==> src/rtl/fib_bcd_front_if.sv <==
// fib_bcd_front_if: request/result bus of the Fibonacci front-end plus the
// start/ready handshake towards the downstream binary-to-BCD converter.
//   start, bcd1, bcd0 : request and two-digit BCD index (requester -> front-end)
//   ready, done_tick  : idle indication / completion pulse (front-end -> requester)
//   overflow, f       : registered result (front-end -> requester and converter)
//   conv_start        : one-cycle start pulse to the converter
//   conv_ready        : converter idle, can accept a start
// The slave modport is the front-end view; master is the surrounding system.
interface fib_bcd_front_if #(
  parameter int W = 13
);
  logic         start;
  logic [3:0]   bcd1;
  logic [3:0]   bcd0;
  logic         ready;
  logic         done_tick;
  logic         overflow;
  logic [W-1:0] f;
  logic         conv_start;
  logic         conv_ready;

  modport slave (
    input  start, bcd1, bcd0, conv_ready,
    output ready, done_tick, overflow, f, conv_start
  );

  modport master (
    output start, bcd1, bcd0, conv_ready,
    input  ready, done_tick, overflow, f, conv_start
  );
endinterface

==> src/rtl/fib_bcd_front.sv <==
// fib_bcd_front: converts a latched two-digit BCD index to binary, range
// checks it, iterates fib(i) one step per cycle and hands the W-bit result
// to the downstream converter through its start/ready handshake.
// Ports:
//   clk   : system clock, rising edge
//   rst_n : asynchronous active-low reset
//   bus   : fib_bcd_front_if.slave (request, result, converter handshake)
module fib_bcd_front #(
  parameter int W     = 13,
  parameter int I_MAX = 20
) (
  input  logic           clk,
  input  logic           rst_n,
  fib_bcd_front_if.slave bus
);

  typedef enum logic [2:0] {
    IDLE = 3'd0,
    CONV = 3'd1,
    OP   = 3'd2,
    HAND = 3'd3,
    DONE = 3'd4
  } state_t;

  state_t       state_q, state_d;
  logic [3:0]   bcd1_q, bcd1_d;
  logic [3:0]   bcd0_q, bcd0_d;
  logic [W-1:0] t0_q, t0_d;
  logic [W-1:0] t1_q, t1_d;
  logic [4:0]   n_q, n_d;
  logic [W-1:0] f_q, f_d;
  logic         overflow_q, overflow_d;
  logic [6:0]   idx;
  logic         conv_start;
  logic         done_tick;

  // bcd1*10 as bcd1*8 + bcd1*2; 7 bits covers the legal maximum of 99.
  // Malformed digits can wrap here, but they are rejected before idx is used.
  assign idx = {bcd1_q, 3'b000} + {2'b00, bcd1_q, 1'b0} + {3'b000, bcd0_q};

  always_comb begin
    state_d    = state_q;
    bcd1_d     = bcd1_q;
    bcd0_d     = bcd0_q;
    t0_d       = t0_q;
    t1_d       = t1_q;
    n_d        = n_q;
    f_d        = f_q;
    overflow_d = overflow_q;
    conv_start = 1'b0;
    done_tick  = 1'b0;

    case (state_q)
      IDLE: begin
        if (bus.start) begin
          bcd1_d  = bus.bcd1;
          bcd0_d  = bus.bcd0;
          state_d = CONV;
        end
      end
      CONV: begin
        if (bcd1_q > 4'd9 || bcd0_q > 4'd9 || idx > 7'(I_MAX)) begin
          overflow_d = 1'b1;
          f_d        = '0;
          state_d    = HAND;
        end else begin
          overflow_d = 1'b0;
          t0_d       = '0;
          t1_d       = W'(1);
          n_d        = idx[4:0];
          state_d    = OP;
        end
      end
      OP: begin
        // Invariant: t1 = fib(i-n+1), t0 = fib(i-n); stop when n reaches 1.
        if (n_q == 5'd0) begin
          f_d     = '0;
          state_d = HAND;
        end else if (n_q == 5'd1) begin
          f_d     = t1_q;
          state_d = HAND;
        end else begin
          t1_d = t1_q + t0_q;
          t0_d = t1_q;
          n_d  = n_q - 5'd1;
        end
      end
      HAND: begin
        // Combinational so the pulse lands in the very cycle the converter is ready.
        if (bus.conv_ready) begin
          conv_start = 1'b1;
          state_d    = DONE;
        end
      end
      DONE: begin
        done_tick = 1'b1;
        state_d   = IDLE;
      end
      default: state_d = IDLE;
    endcase
  end

  always_ff @(posedge clk or negedge rst_n) begin
    if (!rst_n) begin
      state_q    <= IDLE;
      bcd1_q     <= '0;
      bcd0_q     <= '0;
      t0_q       <= '0;
      t1_q       <= '0;
      n_q        <= '0;
      f_q        <= '0;
      overflow_q <= 1'b0;
    end else begin
      state_q    <= state_d;
      bcd1_q     <= bcd1_d;
      bcd0_q     <= bcd0_d;
      t0_q       <= t0_d;
      t1_q       <= t1_d;
      n_q        <= n_d;
      f_q        <= f_d;
      overflow_q <= overflow_d;
    end
  end

  assign bus.ready      = (state_q == IDLE);
  assign bus.done_tick  = done_tick;
  assign bus.conv_start = conv_start;
  assign bus.f          = f_q;
  assign bus.overflow   = overflow_q;

endmodule

==> src/flat_wrapper.sv <==
// flat-port wrapper written by rule: the top's interface ports become plain ports
module fib_bcd_front_flat 
#(
  parameter int W     = 13,
  parameter int I_MAX = 20
)
  (clk, rst_n, bus_start, bus_bcd1, bus_bcd0, bus_conv_ready, bus_ready, bus_done_tick, bus_overflow, bus_f, bus_conv_start);
  fib_bcd_front_if #(.W(W)) bus_i ();
  input  logic clk;
  input  logic rst_n;
  input wire logic [$bits(bus_i.start)-1:0] bus_start;
  input wire logic [$bits(bus_i.bcd1)-1:0] bus_bcd1;
  input wire logic [$bits(bus_i.bcd0)-1:0] bus_bcd0;
  input wire logic [$bits(bus_i.conv_ready)-1:0] bus_conv_ready;
  output wire logic [$bits(bus_i.ready)-1:0] bus_ready;
  output wire logic [$bits(bus_i.done_tick)-1:0] bus_done_tick;
  output wire logic [$bits(bus_i.overflow)-1:0] bus_overflow;
  output wire logic [$bits(bus_i.f)-1:0] bus_f;
  output wire logic [$bits(bus_i.conv_start)-1:0] bus_conv_start;
  assign bus_i.start = bus_start;
  assign bus_i.bcd1 = bus_bcd1;
  assign bus_i.bcd0 = bus_bcd0;
  assign bus_i.conv_ready = bus_conv_ready;
  assign bus_ready = bus_i.ready;
  assign bus_done_tick = bus_i.done_tick;
  assign bus_overflow = bus_i.overflow;
  assign bus_f = bus_i.f;
  assign bus_conv_start = bus_i.conv_start;
  fib_bcd_front #(.W(W), .I_MAX(I_MAX)) u_core (.clk(clk), .rst_n(rst_n), .bus(bus_i));
endmodule
==> config.mk <==
export PLATFORM = sky130hd
export DESIGN_NAME = fib_bcd_front_flat
export DESIGN_NICKNAME = d
export VERILOG_FILES = /design/src/rtl/fib_bcd_front_if.sv /design/src/rtl/fib_bcd_front.sv /design/src/flat_wrapper.sv
export SDC_FILE = /design/constraint.sdc
export NUM_CORES = 1
export LEC_CHECK = 0
export CORE_ASPECT_RATIO = 0.7
export CORE_MARGIN = 3
export CORE_UTILIZATION = 45
export DETAILED_ROUTE_END_ITERATION = 8
export PLACE_DENSITY = 0.71
export SLEW_MARGIN = 5
export SYNTH_ARGS = -nofsm -noshare
export SYNTH_HDL_FRONTEND = slang
export SYNTH_SLANG_ARGS = --single-unit
==> constraint.sdc <==
create_clock -name clk -period 3.2 [get_ports clk]
set_clock_uncertainty 0.1 [all_clocks]
set_input_delay 0.8 -clock clk [delete_from_list [all_inputs] [get_ports clk]]
set_output_delay 0.8 -clock clk [all_outputs]
set_load 0.05 [all_outputs]
==> results of run 1 <==
==> area by class of cell <==
cell class              count  area, um^2
well taps                  94       117.6
flip-flops and latches     56        1401
fillers                   622        3099
clock buffers               8       90.09
repair buffers             42       390.4
multi-input cells         216        1654
inverters                  26       97.59
==> what timing repair did <==
action / in CTS / in global routing
buffers inserted: 0 / 5
gates cloned: 0 / 0
gates resized for setup: 1 / 2
setup endpoints to repair: 13 / 25
pin swaps: 0 / 2
==> worst max-delay path by stage <==
stage	startpoint	cells past startpoint	endpoint
floorplan	u_core.bcd1_q[0]$_DFFE_PN0P_	10	u_core.t1_q[10]$_DFFE_PN0P_
detailed placement	u_core.bcd1_q[0]$_DFFE_PN0P_	10	u_core.t0_q[3]$_DFFE_PN0P_
global route	u_core.bcd1_q[0]$_DFFE_PN0P_	10	u_core.n_q[0]$_DFFE_PN0P_
CTS	u_core.bcd1_q[0]$_DFFE_PN0P_	10	u_core.t1_q[3]$_DFFE_PN0P_
global placement	u_core.bcd0_q[3]$_DFFE_PN0P_	11	u_core.t0_q[4]$_DFFE_PN0P_
finish	u_core.bcd1_q[0]$_DFFE_PN0P_	10	u_core.t1_q[3]$_DFFE_PN0P_
==> routing by layer <==
layer	part of all wire (%)	wire, um	up-vias	track usage [%]
li1	-	-	1202	-
met1	51	3546	1211	27.22
met2	43	2960	50	26.59
met3	4.7	327	10	3.364
met4	1.3	88	0	4.215
met5	0	0	-	0
==> power groups by stage <==
stage	registers, mW	clock network [mW]	logic, mW
floorplan	0.935	0	1.24
global placement	0.965	0	1.57
detailed placement	0.968	0	1.61
CTS	0.955	0.418	1.64
finish	0.956	0.410	1.71
global route	0.979	0.444	1.91
==> Yosys cell counts (2+ instances only) <==
| master | number | area, um^2 |
|---|---|---|
| dfrtp_1 | 56 | 1401 |
| inv_1 | 26 | 97.59 |
| nand2_1 | 25 | 93.84 |
| ha_1 | 21 | 262.8 |
| nor2_1 | 19 | 71.32 |
| a21o_1 | 15 | 112.6 |
| a32o_1 | 14 | 140.1 |
| o21ai_0 | 14 | 70.07 |
| a21oi_1 | 13 | 65.06 |
| clkbuf_1 | 13 | 48.80 |
| mux2i_1 | 12 | 120.1 |
| nor4_1 | 9 | 56.30 |
| xor2_1 | 9 | 78.83 |
| mux2_2 | 6 | 67.56 |
| a22o_1 | 4 | 35.03 |
| o21bai_1 | 4 | 30.03 |
| a211oi_1 | 3 | 22.52 |
| a31oi_1 | 3 | 18.77 |
| fa_1 | 3 | 60.06 |
| nor3_1 | 3 | 15.01 |
| o21a_1 | 3 | 22.52 |
| xnor2_1 | 3 | 26.28 |
| and2_1 | 2 | 12.51 |
| buf_2 | 2 | 10.01 |
| buf_6 | 2 | 22.52 |
| nand4_1 | 2 | 12.51 |
| nor2b_1 | 2 | 12.51 |
| nor3b_1 | 2 | 15.01 |
| o211ai_1 | 2 | 15.01 |
| o2bb2ai_1 | 2 | 17.52 |
==> cells by family after synthesis <==
family,count (synthesis),share of synthesized area [%]
compound gates,90,21.07
xor+xnor,12,3.260
fa+ha+maj,24,10.01
buf+inv,43,5.549
flops,56,43.46
mux,19,6.170
simple gates,71,10.48
==> stage by stage <==
step | util (%) | setup TNS (ns) | power, mW | setup slack [ns] | instances
after floorplan | - | 0 | 2.176 | 0.2426 | 315
after global placement | 52.75 | 0 | 2.538 | 0.02993 | 429
after detailed placement | 52.75 | -0.2604 | 2.582 | -0.07946 | 429
after CTS | 54.14 | 0 | 3.008 | 0.1079 | 437
after global routing | 54.76 | -0.001962 | 3.329 | -0.001962 | 442
final | 54.76 | 0 | 3.079 | 0.1101 | 442
==> sequential cells by signal, summed over array words and instances, names as in the netlist <==
signal,flops
u_core.t0_q,13
u_core.bcd0_q,4
u_core.state_q,3
u_core.bcd1_q,4
u_core.bus.overflow,1
u_core.t1_q,13
u_core.bus.f,13
u_core.n_q,5
==> cell usage in the layout (no fill, tap or decap), types with 2 or more instances in the layout <==
| cell type | netlist | routed |
|---|---|---|
| xor2_1 | 9 | 9 |
| inv_1 | 26 | 26 |
| xnor2_1 | 3 | 3 |
| a32o_1 | 14 | 14 |
| o211ai_1 | 2 | 2 |
| nor2_1 | 19 | 19 |
| a21o_1 | 15 | 15 |
| nor3_1 | 3 | 3 |
| dfrtp_1 | 56 | 56 |
| o2bb2ai_1 | 2 | 2 |
| o21bai_1 | 4 | 4 |
| ha_1 | 21 | 21 |
| nand2_1 | 25 | 25 |
| clkbuf_1 | 13 | 2 |
| clkdlybuf4s50_1 | 0 | 26 |
| nor3b_1 | 2 | 2 |
| o21a_1 | 3 | 3 |
| nor2b_1 | 2 | 2 |
| mux2i_1 | 12 | 12 |
| clkbuf_8 | 0 | 6 |
| and2_1 | 2 | 2 |
| a31oi_1 | 3 | 3 |
| nand4_1 | 2 | 2 |
| fa_1 | 3 | 2 |
| a22o_1 | 4 | 4 |
| a21oi_1 | 13 | 13 |
| a211oi_1 | 3 | 3 |
| nor4_1 | 9 | 9 |
| o21ai_0 | 14 | 14 |
| mux2_2 | 6 | 6 |
| buf_4 | 0 | 14 |
==> critical path, delay by kind of cell (launching register included) <==
kind | cells | cell delay (ns)
flip-flops | 1 | 0.41
AO/OA/AOI/OAI | 4 | 0.97
adder cells (fa/ha/maj) | 2 | 0.89
buffers and inverters | 2 | 0.31
AND/OR/NAND/NOR | 2 | 0.29
==> results_tabular.tex, run 1 <==
\begin{tabular}{lr}
\hline
Metric & Value \\
\hline
\multicolumn{2}{l}{\textbf{Clocking}} \\
\quad Clock latency of the later-clocked register in the worst-skew pair & 0.32 ns \\
\quad TritonCTS Buffers & 5 \\
\quad Clock root buffer master & clkbuf\_8 \\
\quad CTS H-tree depth & 2 \\
\quad TritonCTS clock tree & built \\
\quad Largest buffer count on any clock path & 2 \\
\quad Clock edge transition at the registers on the reported setup and hold paths & 0.10 ns \\
\quad Sink Count & 56 \\
\quad Number of hold buffers added after CTS & 0 \\
\multicolumn{2}{l}{\textbf{Route}} \\
\quad Drt drc & 0 \\
\quad Average routed wire per standard cell & 15.66 um \\
\quad Initial DRC count & 145 \\
\quad Vias per inst & 5.595 \\
\quad Detailed-routing iteration count for the pre-antenna-repair pass & 4 \\
\quad Total number of vias & 2473 \\
\quad Remaining antenna violation count & 0 \\
\quad Post-detailed-routing wire length & 6.922 mm \\
\multicolumn{2}{l}{\textbf{STA}} \\
\quad Final min period & 3.090 ns \\
\quad Slew at the pin closest to its max-slew limit & 0.7061 ns \\
\quad Hold Fails Final Rpt & 0 \\
\quad Final Max Slew Viols & 0 \\
\quad Final count of negative-setup-slack endpoints & 0 \\
\quad Hold Slack & 0.3976 ns \\
\quad Relative slew margins & 52.93\% \\
\quad Tcrit/Tclk final & 96.56\% \\
\quad Maximum clock frequency & 323.6 MHz \\
\multicolumn{2}{l}{\textbf{Placement}} \\
\quad Last weighted congestion value of the routability-driven placer & 0.8271 \\
\quad Half-perimeter wire length of the detailed placement result & 4.801 mm \\
\quad DP Area & 3613 um\^{}2 \\
\quad Buffers on Ports & 28 \\
\multicolumn{2}{l}{\textbf{Critical path}} \\
\quad Reg-to-Reg Start & u\_core.bcd1\_q[0]\$\_DFFE\_PN0P\_ \\
\quad Worst path most repeated cell & a21o\_1 \\
\quad Critical path required time & 3.31 ns \\
\quad FF-to-FF End & u\_core.t1\_q[3]\$\_DFFE\_PN0P\_ \\
\quad Max stage delay on crit path & 0.47 ns \\
\quad Sort of element at the end of the critical path & flip-flop \\
\quad Worst-path cell with the longest stage delay & fa\_1 \\
\quad Max FO, Critical Path & 12 \\
\quad Cells traversed along the worst timing path & inv\_1 > fa\_1 > fa\_2 > nor2b\_1 > o21ai\_1 > a21o\_1 > a2111oi\_4 > nor2\_4 > buf\_4 > a21o\_1 \\
\quad Startpoint kind of the worst setup timing path & flip-flop \\
\quad Critical path type & flip-flop to flip-flop \\
\quad Number of cell instances on the worst register-to-register path & 10 \\
\quad Flop2flop setup slack & 0.11 ns \\
\quad Signal arrival time at the worst endpoint & 3.20 ns \\
\multicolumn{2}{l}{\textbf{Run}} \\
\quad Max-cap violations & 0 \\
\multicolumn{2}{l}{\textbf{Global route}} \\
\quad Maximum number of pins on one net before global-route repair & 57 \\
\quad Global-route wire length before repair & 12.01 mm \\
\quad Antenna violations before repair & 0 \\
\quad Total track usage & 17.99\% \\
\quad Via count of the first global-routing pass & 2526 \\
\quad Remaining Overflow, GRT & 0 \\
\multicolumn{2}{l}{\textbf{Run status}} \\
\quad Result of the run & finished clean \\
\multicolumn{2}{l}{\textbf{Layout}} \\
\quad Share of cells above drive strength 1 & 9.483\% \\
\quad Final net count & 383 \\
\quad Post-route cell area & 3751 um\^{}2 \\
\quad Diode insertion count for antenna repair & 0 \\
\quad Area growth, synth to finish & 16.34\% \\
\multicolumn{2}{l}{\textbf{Die}} \\
\quad Vertical extent of the die & 76.82 um \\
\quad Full die area & 8233 um\^{}2 \\
\quad Number of placed I/O pins & 29 \\
\quad Effective utilization at floorplan & 47.07\% \\
\quad Standard-cell rows & 25 \\
\quad Placeable core region & 6850 um\^{}2 \\
\quad Floorplan die width & 107.2 um \\
\multicolumn{2}{l}{\textbf{Yosys}} \\
\quad Most instantiated flip-flop cell in the synthesis netlist & dfrtp\_1 \\
\quad Post-synth EDFFs & 0 \\
\quad Cell count after synthesis & 315 \\
\quad Fraction of synthesis flops using an asynchronous set or reset pin & 100.0\% \\
\quad Post-synthesis instance area & 3224 um\^{}2 \\
\quad Portion of the post-synthesis area used by sequential elements & 43.46\% \\
\quad Post-Synthesis Net Count & 351 \\
\quad Total of flip-flops plus latches after synthesis & 56 \\
\quad Cell variety after synth & 51 \\
\quad Yosys synthesis warning count & 0 \\
\quad Average cell area after synthesis & 10.24 um\^{}2 \\
\multicolumn{2}{l}{\textbf{Power}} \\
\quad Sw Pwr & 1.363 mW \\
\quad Power per cell area & 820.8 nW/um\^{}2 \\
\quad Internal power & 1.716 mW \\
\quad Peak supply drop & 0.5788 mV \\
\quad Static leakage power & 1.830 nW \\
\quad Switching power as a share of total power & 44.27\% \\
\quad Sequential Power Share & 31.0\% \\
\quad Clock network fraction of total power & 13.3\% \\
\quad Fraction of power consumed by combinational cells & 55.7\% \\
\multicolumn{2}{l}{\textbf{Hold path}} \\
\quad Min-Delay Path Class & flip-flop to flip-flop \\
\quad Worst Min Path Start & u\_core.t0\_q[0]\$\_DFFE\_PN0P\_ \\
\quad Hold worst-path end & u\_core.t0\_q[0]\$\_DFFE\_PN0P\_ \\
\quad Number of instances on the worst hold path & 1 \\
\hline
\end{tabular}
Note: power is estimated with default switching activity, not from simulation.
==> run 2, diff against run 1 <==
Settings changed: CTS_CLUSTER_DIAMETER from default to 150.
==> results of run 2 <==
No change in the layout: final DEF, timing and power equal those of run 1.
